`config.mk`:
```
export PLATFORM = sky130hd
export DESIGN_NAME = e203_dtcm_sram_icb_ctrl
export DESIGN_NICKNAME = d
export VERILOG_FILES = /design/src/rtl/e203_dtcm_sram_icb_ctrl.sv
export SDC_FILE = /design/constraint.sdc
export NUM_CORES = 1
export LEC_CHECK = 0
export ABC_AREA = 1
export CORE_ASPECT_RATIO = 0.9
export CORE_MARGIN = 5
export CORE_UTILIZATION = 17
export CTS_CLUSTER_SIZE = 25
export DETAILED_ROUTE_END_ITERATION = 12
export PLACE_DENSITY = 0.79
export REMOVE_ABC_BUFFERS = 1
export SETUP_SLACK_MARGIN = 0.15
export SLEW_MARGIN = 20
export SYNTH_ARGS = -nofsm -noshare
export SYNTH_HDL_FRONTEND = slang
export SYNTH_SLANG_ARGS = --single-unit
```
`constraint.sdc`:
```
create_clock -name clk -period 0.8 [get_ports clk]
set_input_delay 0.08 -clock clk [delete_from_list [all_inputs] [get_ports clk]]
set_output_delay 0.08 -clock clk [all_outputs]
set_load 0.05 [all_outputs]
```
`src/rtl/e203_dtcm_sram_icb_ctrl.sv`:
```
// Purpose  : ICB command/response front end for the DTCM single-port SRAM macro (1-cycle read latency).
// Latency  : command fired in cycle N returns its response (data or range error) in cycle N+1.
// Backpres.: a stalled response holds stage 1; the optional skid register decouples cmd_ready from rsp_ready.
//
// Optional feature macro: E203_DTCM_SRAM_RSP_SKID_EN
//   undefined : cmd_ready = ctrl_en & (~stg1_vld | rsp_ready), response from stage 1 only
//   defined   : 1-entry response skid register, cmd_ready = ctrl_en & ~skid_vld (registered only)
//
// Ports:
//   clk, rst_n                       core clock, asynchronous active-low reset
//   i_icb_cmd_{valid,ready,addr,read,wdata,wmask}  command channel (addr is a byte offset)
//   i_icb_rsp_{valid,ready,rdata,err}              response channel (rdata=0 for writes/errors)
//   ram_{cs,we,addr,wem,din}         SRAM drive, combinational from the firing command
//   ram_dout                         SRAM read data, valid the cycle after a read cs, held until next cs
module e203_dtcm_sram_icb_ctrl #(
  parameter int ADDR_W = 16,
  parameter int RAM_AW = 13,
  parameter int DW     = 32,
  parameter int MW     = 4
) (
  input  logic              clk,
  input  logic              rst_n,
  input  logic              i_icb_cmd_valid,
  output logic              i_icb_cmd_ready,
  input  logic [ADDR_W-1:0] i_icb_cmd_addr,
  input  logic              i_icb_cmd_read,
  input  logic [DW-1:0]     i_icb_cmd_wdata,
  input  logic [MW-1:0]     i_icb_cmd_wmask,
  output logic              i_icb_rsp_valid,
  input  logic              i_icb_rsp_ready,
  output logic [DW-1:0]     i_icb_rsp_rdata,
  output logic              i_icb_rsp_err,
  output logic              ram_cs,
  output logic              ram_we,
  output logic [RAM_AW-1:0] ram_addr,
  output logic [MW-1:0]     ram_wem,
  output logic [DW-1:0]     ram_din,
  input  logic [DW-1:0]     ram_dout
);

  logic          ctrl_en;
  logic          cmd_fire;
  logic          oor;
  logic          stg1_vld;
  logic          stg1_read;
  logic          stg1_err;
  logic          stg1_free;
  logic [DW-1:0] stg1_rdata;

  assign cmd_fire = i_icb_cmd_valid & i_icb_cmd_ready;

  // Addresses never wrap: any bit above the macro's byte range flags an error.
  assign oor = |i_icb_cmd_addr[ADDR_W-1:RAM_AW+2];

  assign ram_cs   = cmd_fire & ~oor;
  assign ram_we   = ~i_icb_cmd_read;
  assign ram_addr = i_icb_cmd_addr[RAM_AW+1:2];
  assign ram_wem  = i_icb_cmd_wmask;
  assign ram_din  = i_icb_cmd_wdata;

  // Only a good read returns macro data; writes and errors return zero.
  assign stg1_rdata = (stg1_read & ~stg1_err) ? ram_dout : '0;

  // Holds cmd_ready low for the first edge after reset release.
  always_ff @(posedge clk or negedge rst_n) begin
    if (!rst_n) ctrl_en <= 1'b0;
    else        ctrl_en <= 1'b1;
  end

  always_ff @(posedge clk or negedge rst_n) begin
    if (!rst_n) begin
      stg1_vld  <= 1'b0;
      stg1_read <= 1'b0;
      stg1_err  <= 1'b0;
    end else if (cmd_fire) begin
      stg1_vld  <= 1'b1;
      stg1_read <= i_icb_cmd_read;
      stg1_err  <= oor;
    end else if (stg1_free) begin
      stg1_vld  <= 1'b0;
    end
  end

`ifdef E203_DTCM_SRAM_RSP_SKID_EN
  logic          skid_vld;
  logic          skid_err;
  logic [DW-1:0] skid_rdata;
  logic          skid_load;

  // Park a stalled stage-1 response so stage 1 (and ram_dout) can take one more command.
  assign skid_load = stg1_vld & ~skid_vld & ~i_icb_rsp_ready;

  always_ff @(posedge clk or negedge rst_n) begin
    if (!rst_n) begin
      skid_vld   <= 1'b0;
      skid_err   <= 1'b0;
      skid_rdata <= '0;
    end else if (skid_load) begin
      skid_vld   <= 1'b1;
      skid_err   <= stg1_err;
      skid_rdata <= stg1_rdata;
    end else if (skid_vld & i_icb_rsp_ready) begin
      skid_vld   <= 1'b0;
    end
  end

  // With the skid empty, stage 1 always leaves: either handshaken out or moved into the skid.
  // While the skid is full, cmd_ready=0 so no cs can disturb ram_dout for the held stage-1 read.
  assign stg1_free       = stg1_vld & ~skid_vld;
  assign i_icb_cmd_ready = ctrl_en & ~skid_vld;
  assign i_icb_rsp_valid = skid_vld | stg1_vld;
  assign i_icb_rsp_rdata = skid_vld ? skid_rdata : stg1_rdata;
  assign i_icb_rsp_err   = skid_vld ? skid_err   : stg1_err;
`else
  // New command only when stage 1 is empty or is being consumed this cycle,
  // so ram_dout is never overwritten under an unconsumed read.
  assign stg1_free       = stg1_vld & i_icb_rsp_ready;
  assign i_icb_cmd_ready = ctrl_en & (~stg1_vld | i_icb_rsp_ready);
  assign i_icb_rsp_valid = stg1_vld;
  assign i_icb_rsp_rdata = stg1_rdata;
  assign i_icb_rsp_err   = stg1_err;
`endif

endmodule
```
Yosys cells after proc, flatten, opt, wreduce, memory -nomap -nowiden. Index checks and enable logic that the tools add are counted.

Flip-flop bits (word level): 4. Output and inout port bits: 86.

Mux-type cells: 3. Bitwise operators: 10. Reductions and logical operators: 1.

Operator list (count): $mux 32 (1); $and 1x1->1 (5); $not 1->1 (4); $mux 1 (2); $reduce_bool 2->1 (1); $or 1x1->1 (1).

Longest topological paths before layout. Gate-level depths: netlist of the first run.

Word-level depth: 5. Mapped depth: 5.

Worst setup path after synthesis of the first run. No wires, ideal clock.

Path type: register -> output. From: reg stg1_vld, in the netlist i_icb_rsp_valid. To: out i_icb_cmd_ready. Data arrival time: 1.775 ns. Required time: 0.720 ns. Path slack: -1.055 ns. Cell stages (with the launch flop): 2. Cell sequence: dfrtp_1 > a21boi_0.

Longest elaborated chain between the ends: 3.

RTL lines: from (decl) (RTL line 44) `logic stg1_vld;`; from (signal assigned) (RTL line 72) `stg1_vld <= 1'b0;`; from (signal assigned) (RTL line 76) `stg1_vld <= 1'b1;`; from (signal assigned) (RTL line 80) `stg1_vld <= 1'b0;`; $not 1->1 (RTL line 118) `assign i_icb_cmd_ready = ctrl_en & (~stg1_vld | i_icb_rsp_ready);`; $or 1x1->1 (RTL line 118); $and 1x1->1 (RTL line 118); to (decl) (RTL line 24) `output logic i_icb_cmd_ready,`.

Every way passes these cells.

Final worst setup path of the first run.
From: reg stg1_err, in the netlist i_icb_rsp_err. To: out i_icb_rsp_rdata[8].

Longest elaborated chain between the ends: 3.

RTL lines: from (decl) (RTL line 46) `logic stg1_err;`; from (signal assigned) (RTL line 78) `stg1_err <= oor;`; $not 1->1 (RTL line 62) `assign stg1_rdata = (stg1_read & ~stg1_err) ? ram_dout : '0;`; $and 1x1->1 (RTL line 62); $mux 32 (RTL line 62); to (decl) (RTL line 31) `output logic [DW-1:0] i_icb_rsp_rdata,`.

Every way passes these cells.

==> impl_metrics.yaml, run 1 <==
status:
  status: "finished with violations"
  violations: "negative setup slack"
power:
  leakagePower_nw: 0.912
  p_total_w: 0.00294
  p_comb_share_pct: 76.9
  p_per_area_nw_per_um2: 1430
  swShare_pct: 45.3
  p_sw_w: 0.00133
  vdd_ir_drop_max_mv: 1.30
  intPower_w: 0.00161
  clkPwrFrac_pct: 14.5
  seq_power_share_pct: 8.6
routing:
  totalWireLength_mm: 5.84
  antenna_left: 0
  dr.pass1.iters: 2
  drc: 0
  wire_per_inst_um: 24.4
  route.vias.total: 918
  first_iter_violations: 24
  viasPerCell: 3.84
placement:
  hpwl_mm: 5.13
  post-place-cells: 232
  place_ws_ps: -405
  gp_congestion: 0.746
  io_buffers: 74
critical_path:
  worstPathCellList: "inv_2 > nand2_4 > buf_12 > nor2_4 > buf_12"
  cp_common_cell: "buf_12"
  reg2reg_setup_slack_ps: -260
  reg2reg_from: "i_icb_rsp_valid"
  cp.arrival_ps: 1190
  timing.rr.end: "stg1_read"
  cp_num_buf_inv: 3
  worstRegToRegCells: 6
  path_class: "reg -> out"
  cp_slowest_cell: "dfrtp_1"
  critical-path-max-stage-delay_ps: 370
  required_ps: 720
  cp-end-kind: "output port"
  critPathTopFamily: "buffers and inverters"
  path_max_fanout: 18
  setup.worst_path.start_class: "flip-flop"
synth:
  ys_seq_area_share_pct: 12.2
  yosys_warnings: 0
  synth_top_cell_area_share_pct: 44.9
  synthCells: 136
  synth.avg_cell_area_sq_um: 6.03
  synthTopCellsByArea: "buf_4 (45%), inv_1 (16%), nor2_1 (14%), dfrtp_1 (12%), buf_6 (4.1%)"
  ys_types: 12
  netlist.top_cell.by_area: "buf_4"
  ys_ff_latch: 4
  syn-cell-area_sq_um: 820
clocking:
  cts_made_buffers: 3
  ctsHoldBuffers: 0
  cts_tree: "built"
  clk_pin_slew_ps: 30
  clock-sinks: 4
  cts_max_path_buffers: 2
  root_buffer: "clkbuf_8"
  htreeDepth: 1
  clock_latency_ps: 220
finish:
  fill_cells: 484
  final_util_pct: 43.3
  syn_to_final_growth_pct: 151
  n_antenna_cell: 0
  layout_common_cells: "buf_12 (38), clkdlybuf4s50_1 (36), inv_1 (33), nor2_4 (33), buf_4 (6)"
  nets: 265
  fin_cells: 239
  final_common_cell: "buf_12"
  drive_gt1_share_pct: 53.4
sta:
  min_period_ps: 1270
  fin_crit_sh_pct: 158
  timing.hold.ws_ps: 78.1
  setup_slack_ps: -465
  setup_violations: 39
  max_freq_mhz: 790
  slew_violations: 0
  hold_viol: 0
  rsz0062_at_grt: "true"
  clock_skew_ps: 0.798
grt:
  grt_pass1_wl_mm: 7.58
  grt_pass1_vias: 979
  grt_usage_pct: 17.6
  antenna_found_initial: 0
  globalRouteOverflowTotal: 0
  grt_max_degree: 19
floorplan:
  start_util_pct: 17.3
  dieArea_sq_um: 6310
  num_rows: 24
  core_sq_um: 4740
  pin_count: 175
  die_w_um: 83.2
  die_h_um: 75.9
worst_hold_path:
  worstHoldPathType: "in -> async"
flow_run:
  maxCapViolations: 0
==> power groups by stage <==
stage          Clock, W  Combinational (W)  Sequential (W)
2_1_floorplan         0           0.000757        0.000292
3_3_place_gp          0            0.00190        0.000245
3_5_place_dp          0            0.00192        0.000247
4_1_cts        0.000434            0.00219        0.000252
5_1_grt        0.000450            0.00235        0.000255
6_report       0.000426            0.00226        0.000253
==> flip-flops by register name, summed over array words and instances (netlist names) <==
name,flops
ctrl_en,1
i_icb_rsp_err,1
i_icb_rsp_valid,1
stg1_read,1
==> metal layers <==
metal  vias to the layer above  GRT usage [%]  part of all wire, %  wire length [um]
met1                       408           13.0                   23              1360
li1                        403              -                    -                 -
met5                         -           5.30                 0.79                46
met3                         2           25.7                   31              1810
met2                       103           26.4                   45              2620
met4                         2           1.81                 0.10                 6
==> cells by family (layout without fill, tap and decap cells) <==
kind of cell,count (synthesis),after routing,share of synthesized area [%]
AO/OA/AOI/OAI,1,1,0.916
flip-flops,4,4,12.2
other,1,1,0.458
buffers and inverters,87,125,65.0
AND/OR/NAND/NOR,43,43,21.4
==> worst max path at each step <==
stage	start	endpoint	slack, ps	cells past startpoint
floorplan	i_icb_rsp_valid	i_icb_cmd_ready	-1050	1
global placement	i_icb_rsp_ready	ram_cs	-350	6
detailed placement	i_icb_rsp_ready	ram_cs	-400	6
CTS	stg1_read	i_icb_rsp_rdata[7]	-460	4
global route	i_icb_rsp_err	i_icb_rsp_rdata[15]	-510	5
finish	i_icb_rsp_err	i_icb_rsp_rdata[8]	-470	5
==> cells in the mapped netlist (all sizes together) <==
cell type,number
dfrtp,4
conb,1
nand4,2
nor2,33
nand2,7
a21boi,1
inv,35
nand3,1
buf,52
==> per-stage QoR <==
step	setup TNS [ps]	area (sq um)
floorplan	-32980	418
global placement	-10260	1690
detailed placement	-11010	1690
CTS	-16220	1980
global route	-17930	2050
finish	-16370	2050
==> final cells by class <==
class                      count  area [sq um]  share of cell area, %
clock buffer                   3          41.3                   2.01
sequential                     4           100                   4.87
inverter                      35           131                   6.39
timing repair buffer          87          1250                   60.7
multi-input combinational     45           454                   22.1
tap                           65          81.3                   3.96
==> repair_timing <==
item	4_1_cts	5_1_grt
setup buffers	3	1
pin swaps	3	2
resized for setup	67	14
hold endpoints to repair	0	0
setup endpoints to repair	40	39
(Power assumes the default switching activity.)
==> run 2, diff against run 1 <==
--- a/config.mk
+++ b/config.mk
@@ -11,6 +11,7 @@
 export CORE_UTILIZATION = 17
 export CTS_CLUSTER_SIZE = 25
 export DETAILED_ROUTE_END_ITERATION = 12
+export GPL_TIMING_DRIVEN = 0
 export PLACE_DENSITY = 0.79
 export REMOVE_ABC_BUFFERS = 1
 export SETUP_SLACK_MARGIN = 0.15
==> run 2 against run 1 <==
  * The run still ends with negative setup slack left
  * Via count grew 0.65%
  * Core utilization fell by 10 points
  * Non-clock buffer count shrank 4
  * Critical path depth shrank 2
  * Combinational power shrank 25%
  * Final area fell by 24%
  * Count of clock-buffer cells in the layout unchanged
  * Setup slack worse by 19 ps
  * Clock skew about the same
==> impl_metrics.yaml, run 2 (synthesis gave the netlist of run 1 again) <==
sta:
  timing.hold.ws_ps: 83.2
  slew_violations: 0
  max_freq_mhz: 779
  setup_violations: 39
  min_period_ps: 1280
  hold_viol: 0
  rsz0062_at_grt: "true"
  setup_slack_ps: -484
  fin_crit_sh_pct: 161
  clock_skew_ps: 0.568
critical_path:
  cp_slowest_cell: "dfrtp_2"
  worstPathCellList: "nand2_8 > nor2_2 > buf_6"
  critical-path-max-stage-delay_ps: 480
  cp.arrival_ps: 1200
  path_class: "reg -> out"
  path_max_fanout: 16
  setup.worst_path.start_class: "flip-flop"
  cp-end-kind: "output port"
  required_ps: 720
grt:
  antenna_found_initial: 0
  globalRouteOverflowTotal: 0
  grt_pass1_vias: 872
  grt_max_degree: 17
  grt_pass1_wl_mm: 7.20
  grt_usage_pct: 17.1
power:
  vdd_ir_drop_max_mv: 0.946
  leakagePower_nw: 0.791
  p_total_w: 0.00240
  p_per_area_nw_per_um2: 1540
flow_run:
  maxCapViolations: 0
routing:
  dr.pass1.iters: 4
  totalWireLength_mm: 5.93
  viasPerCell: 3.92
  route.vias.total: 924
  antenna_left: 0
  first_iter_violations: 21
  wire_per_inst_um: 25.1
  drc: 0
finish:
  final_util_pct: 32.9
  syn_to_final_growth_pct: 90.5
  fill_cells: 522
  nets: 262
  drive_gt1_share_pct: 50.3
  multi_input_area_sq_um: 314
  n_antenna_cell: 0
  layout_common_cells: "buf_6 (41), clkdlybuf4s50_1 (35), inv_1 (32)"
  final_common_cell: "buf_6"
  regArea_sq_um: 101
  design_area_sq_um: 1560
clocking:
  ctsHoldBuffers: 0
  cts_made_buffers: 3
  cts_max_path_buffers: 2
  root_buffer: "clkbuf_8"
  cts_tree: "built"
  clk_pin_slew_ps: 30
  htreeDepth: 1
  clock_latency_ps: 220
  clock-sinks: 4
placement:
  hpwl_mm: 4.89
  gp_congestion: 0.764
  io_buffers: 74
  dpl_cell_area_sq_um: 1240
status:
  status: "finished with violations"
  violations: "negative setup slack"
floorplan:
  num_rows: 24
  die_w_um: 83.2
  core_sq_um: 4740
  pin_count: 175
  dieArea_sq_um: 6310
  start_util_pct: 17.3
  die_h_um: 75.9
worst_hold_path:
  worstHoldPathType: "in -> async"
## run 2: stage by stage
step	cells	setup WS, ps	TNS, ps
3_5_place_dp	223	-1150	-39730
3_3_place_gp	223	-1170	-39420
2_1_floorplan	84	-1050	-32980
4_1_cts	231	-479	-16030
6_report	236	-484	-16530
5_1_grt	236	-534	-18340
## run 2: where the power goes
| group | internal, W | leakage (nW) | switching (W) |
|---|---|---|---|
| Sequential | 0.000229 | 0.0477 | 0.0000457 |
| Combinational | 0.000659 | 0.722 | 0.00103 |
| Clock | 0.000321 | 0.0216 | 0.000110 |
| Total | 0.00121 | 0.791 | 0.00119 |
## run 2: layout make-up
type                       instances  area share (%)
tap                               65            5.21
sequential                         4            6.49
timing repair buffer              83            57.0
multi-input combinational         46            20.1
clock buffer                       3            2.64
inverter                          35            8.57
## run 2: metal layers
| metal | wire length, um | global-route usage [%] | share of wire, % | vias to the layer above |
|---|---|---|---|---|
| met5 | 62 | 9.85 | 1.0 | - |
| met2 | 2570 | 24.7 | 43 | 107 |
| li1 | - | - | - | 401 |
| met4 | 19 | 2.90 | 0.32 | 2 |
| met3 | 1740 | 24.4 | 29 | 4 |
| met1 | 1540 | 12.8 | 26 | 410 |
## run 2: path summary, 6_finish.rpt
kind	from	end	slack, ps	depth (start not counted)
hold reg to reg	ctrl_en	i_icb_rsp_err	630	2
min in group clk	i_icb_cmd_wdata[13]	ram_din[13]	160	0
setup / recovery	stg1_read	i_icb_rsp_rdata[17]	-480	3
max in group asynchronous	rst_n	stg1_read	510	1
hold / removal	rst_n	ctrl_en	80	1
setup reg to reg	i_icb_rsp_valid	stg1_read	-290	6
## run 2: repair_timing
action | in CTS | in global routing
resized for setup | 288 | 25
buffers inserted | 4 | 5
endpoints found under the setup margin | 40 | 40
pin swaps | 4 | 4
gates cloned | 1 | 0
## run 2: worst max-delay path, delay by kind of cell (launching register included)
kind	cells	cell delay (ps)
simple gates	2	330
buf+inv	1	170
flops	1	480
==> run 3, diff against run 2 <==
--- a/config.mk
+++ b/config.mk
@@ -5,14 +5,14 @@
 export SDC_FILE = /design/constraint.sdc
 export NUM_CORES = 1
 export LEC_CHECK = 0
-export ABC_AREA = 1
+export ABC_AREA = 0
 export CORE_ASPECT_RATIO = 0.9
 export CORE_MARGIN = 5
-export CORE_UTILIZATION = 17
+export CORE_UTILIZATION = 16
 export CTS_CLUSTER_SIZE = 25
 export DETAILED_ROUTE_END_ITERATION = 12
 export GPL_TIMING_DRIVEN = 0
-export PLACE_DENSITY = 0.79
+export PLACE_DENSITY = 0.78
 export REMOVE_ABC_BUFFERS = 1
 export SETUP_SLACK_MARGIN = 0.15
 export SLEW_MARGIN = 20
==> run 3 against run 2 <==
  * The flow still finishes with violations (negative setup slack)
  * Sequential power shrank 3%
  * First-iteration DRC count shrank 67%
  * Routed wire length shrank 4.4%
  * Final area grew 3.2%
  * Critical path depth grew 1
  * Combinational power grew 23%
  * Synthesized area shrank 4.9%
  * Largest cell class unchanged
  * Highest routed layer unchanged
==> impl_metrics.yaml, run 3 <==
status:
  status: "finished with violations"
  violations: "negative setup slack"
critical_path:
  cp.arrival_ps: 1260
  worstRegToRegCells: 4
  setup.worst_path.start_class: "flip-flop"
  timing.rr.end: "i_icb_rsp_err"
  cp-end-kind: "output port"
  path_class: "reg -> out"
  crit_path_start: "i_icb_rsp_err"
  reg2reg_setup_slack_ps: -350
  required_ps: 720
  reg2reg_from: "i_icb_rsp_valid"
  path_max_fanout: 16
clocking:
  cts_tree: "built"
  htreeDepth: 1
  cts_max_path_buffers: 2
  ctsHoldBuffers: 0
  cts_made_buffers: 3
  root_buffer: "clkbuf_8"
  clock_latency_ps: 210
  clk_pin_slew_ps: 30
  clock-sinks: 4
sta:
  slew_violations: 0
  hold_viol: 0
  max_freq_mhz: 746
  rsz0062_at_grt: "true"
  setup_violations: 38
  clock_skew_ps: 1.12
  fin_crit_sh_pct: 168
  min_period_ps: 1340
  setup_slack_ps: -540
floorplan:
  die_w_um: 83.6
  num_rows: 24
  dieArea_sq_um: 6370
  start_util_pct: 16.3
  core_sq_um: 4770
  die_h_um: 76.2
  pin_count: 175
synth:
  synth_top_cell_area_share_pct: 47.2
  yosys_warnings: 0
  ys_top_cells_by_count: "buf_4 (49), and2_1 (33), dfrtp_1 (4), buf_2 (3), mux2_4 (2)"
  synth.avg_cell_area_sq_um: 7.87
  syn-cell-area_sq_um: 779
  netlist.top_cell.by_area: "buf_4"
  ys_ff_latch: 4
  synthCells: 99
  synth_most_common_cell: "buf_4"
  synth-edff-count: 0
  ys_seq_area_share_pct: 12.8
  synthArstFlopShare_pct: 100
  synthTopCellsByArea: "buf_4 (47%), and2_1 (26%), dfrtp_1 (13%), mux2_4 (3.9%), buf_2 (1.9%)"
  synth_flop_cell: "dfrtp_1"
  ys_types: 13
grt:
  grt_usage_pct: 16.3
  globalRouteOverflowTotal: 0
  antenna_found_initial: 0
  grt_max_degree: 17
  grt_pass1_wl_mm: 7.09
  grt_pass1_vias: 835
power:
  p_total_w: 0.00276
  p_per_area_nw_per_um2: 1710
  vdd_ir_drop_max_mv: 0.975
  leakagePower_nw: 0.731
placement:
  hpwl_mm: 4.68
  gp_congestion: 0.821
  place_ws_ps: -1490
  io_buffers: 74
routing:
  met2_length_mm: 2.40
  dr.pass1.iters: 3
  met1_length_mm: 1.56
  wire_per_inst_um: 28.3
  viasPerCell: 3.93
  wl_met3_mm: 1.64
  totalWireLength_mm: 5.66
  drc: 0
  route.vias.total: 786
  first_iter_violations: 7
  antenna_left: 0
  top_layer_used: "met5"
finish:
  n_antenna_cell: 0
  final_common_cell: "clkdlybuf4s50_1"
  drive_gt1_share_pct: 63.0
  nets: 226
  layout_common_cells: "clkdlybuf4s50_1 (36), and2_4 (25), buf_8 (25)"
  syn_to_final_growth_pct: 107
flow_run:
  maxCapViolations: 0
worst_hold_path:
  worstHoldPathType: "in -> async"
## run 3: worst max-delay path, cell delays in order, from the launching register on
cell and delay, ps:
dfrtp_2 440, nor2b_4 140, buf_12 150, and2_1 150
buf_6 160
## run 3: cell type report
| cell class | count | area (sq um) |
|---|---|---|
| clock buffer | 3 | 41.3 |
| timing repair buffer | 84 | 1000 |
| multi-input combinational | 43 | 384 |
| sequential | 4 | 101 |
| fill | 488 | 3160 |
| inverter | 1 | 3.75 |
| tap | 65 | 81.3 |
## run 3: what timing repair did
item,in CTS,in global routing
endpoints found under the setup margin,39,40
buffers inserted,7,3
pin swaps,1,3
cloned,1,0
gates resized for setup,293,29
hold endpoints to repair,0,0
## run 3: worst max path at each step
stage,to,slack [ps]
6_report,i_icb_rsp_rdata[22],-540
3_3_place_gp,i_icb_rsp_rdata[11],-1480
4_1_cts,i_icb_rsp_rdata[12],-550
2_1_floorplan,ram_cs,-910
3_5_place_dp,i_icb_rsp_rdata[11],-1490
5_1_grt,i_icb_rsp_rdata[22],-590
## run 3: layer usage
| metal | vias to the layer above | GRT usage (%) |
|---|---|---|
| met5 | - | 9.92 |
| met4 | 2 | 2.25 |
| met3 | 2 | 22.5 |
| met2 | 118 | 22.8 |
| met1 | 346 | 13.6 |
| li1 | 318 | - |
## run 3: kinds of logic (layout without fill, tap and decap cells)
family | count (synthesis) | count (layout) | share of synthesized area, %
simple gates | 39 | 40 | 33.2
mux | 2 | 2 | 3.85
other cells | 1 | 1 | 0.481
buf+inv | 53 | 88 | 49.6
flops | 4 | 4 | 12.8
## run 3: where the power goes
group | switching [W] | internal, W | leakage [nW] | total, W
logic | 0.00106 | 0.00102 | 0.664 | 0.00208
registers | 0.0000352 | 0.000231 | 0.0463 | 0.000267
clock network | 0.0000951 | 0.000320 | 0.0216 | 0.000415
## run 3: stage by stage
stage          hold WS (ps)  util [%]  instance area [sq um]  instances  TNS (ps)
3_3_place_gp            160      25.5                   1220        186    -50520
5_1_grt                84.7      33.8                   1610        200    -20140
4_1_cts                76.0      31.4                   1500        197    -18750
3_5_place_dp            160      25.5                   1220        186    -51020
2_1_floorplan          -216         -                    397         47    -30310
6_report               73.9      33.8                   1610        200    -18430
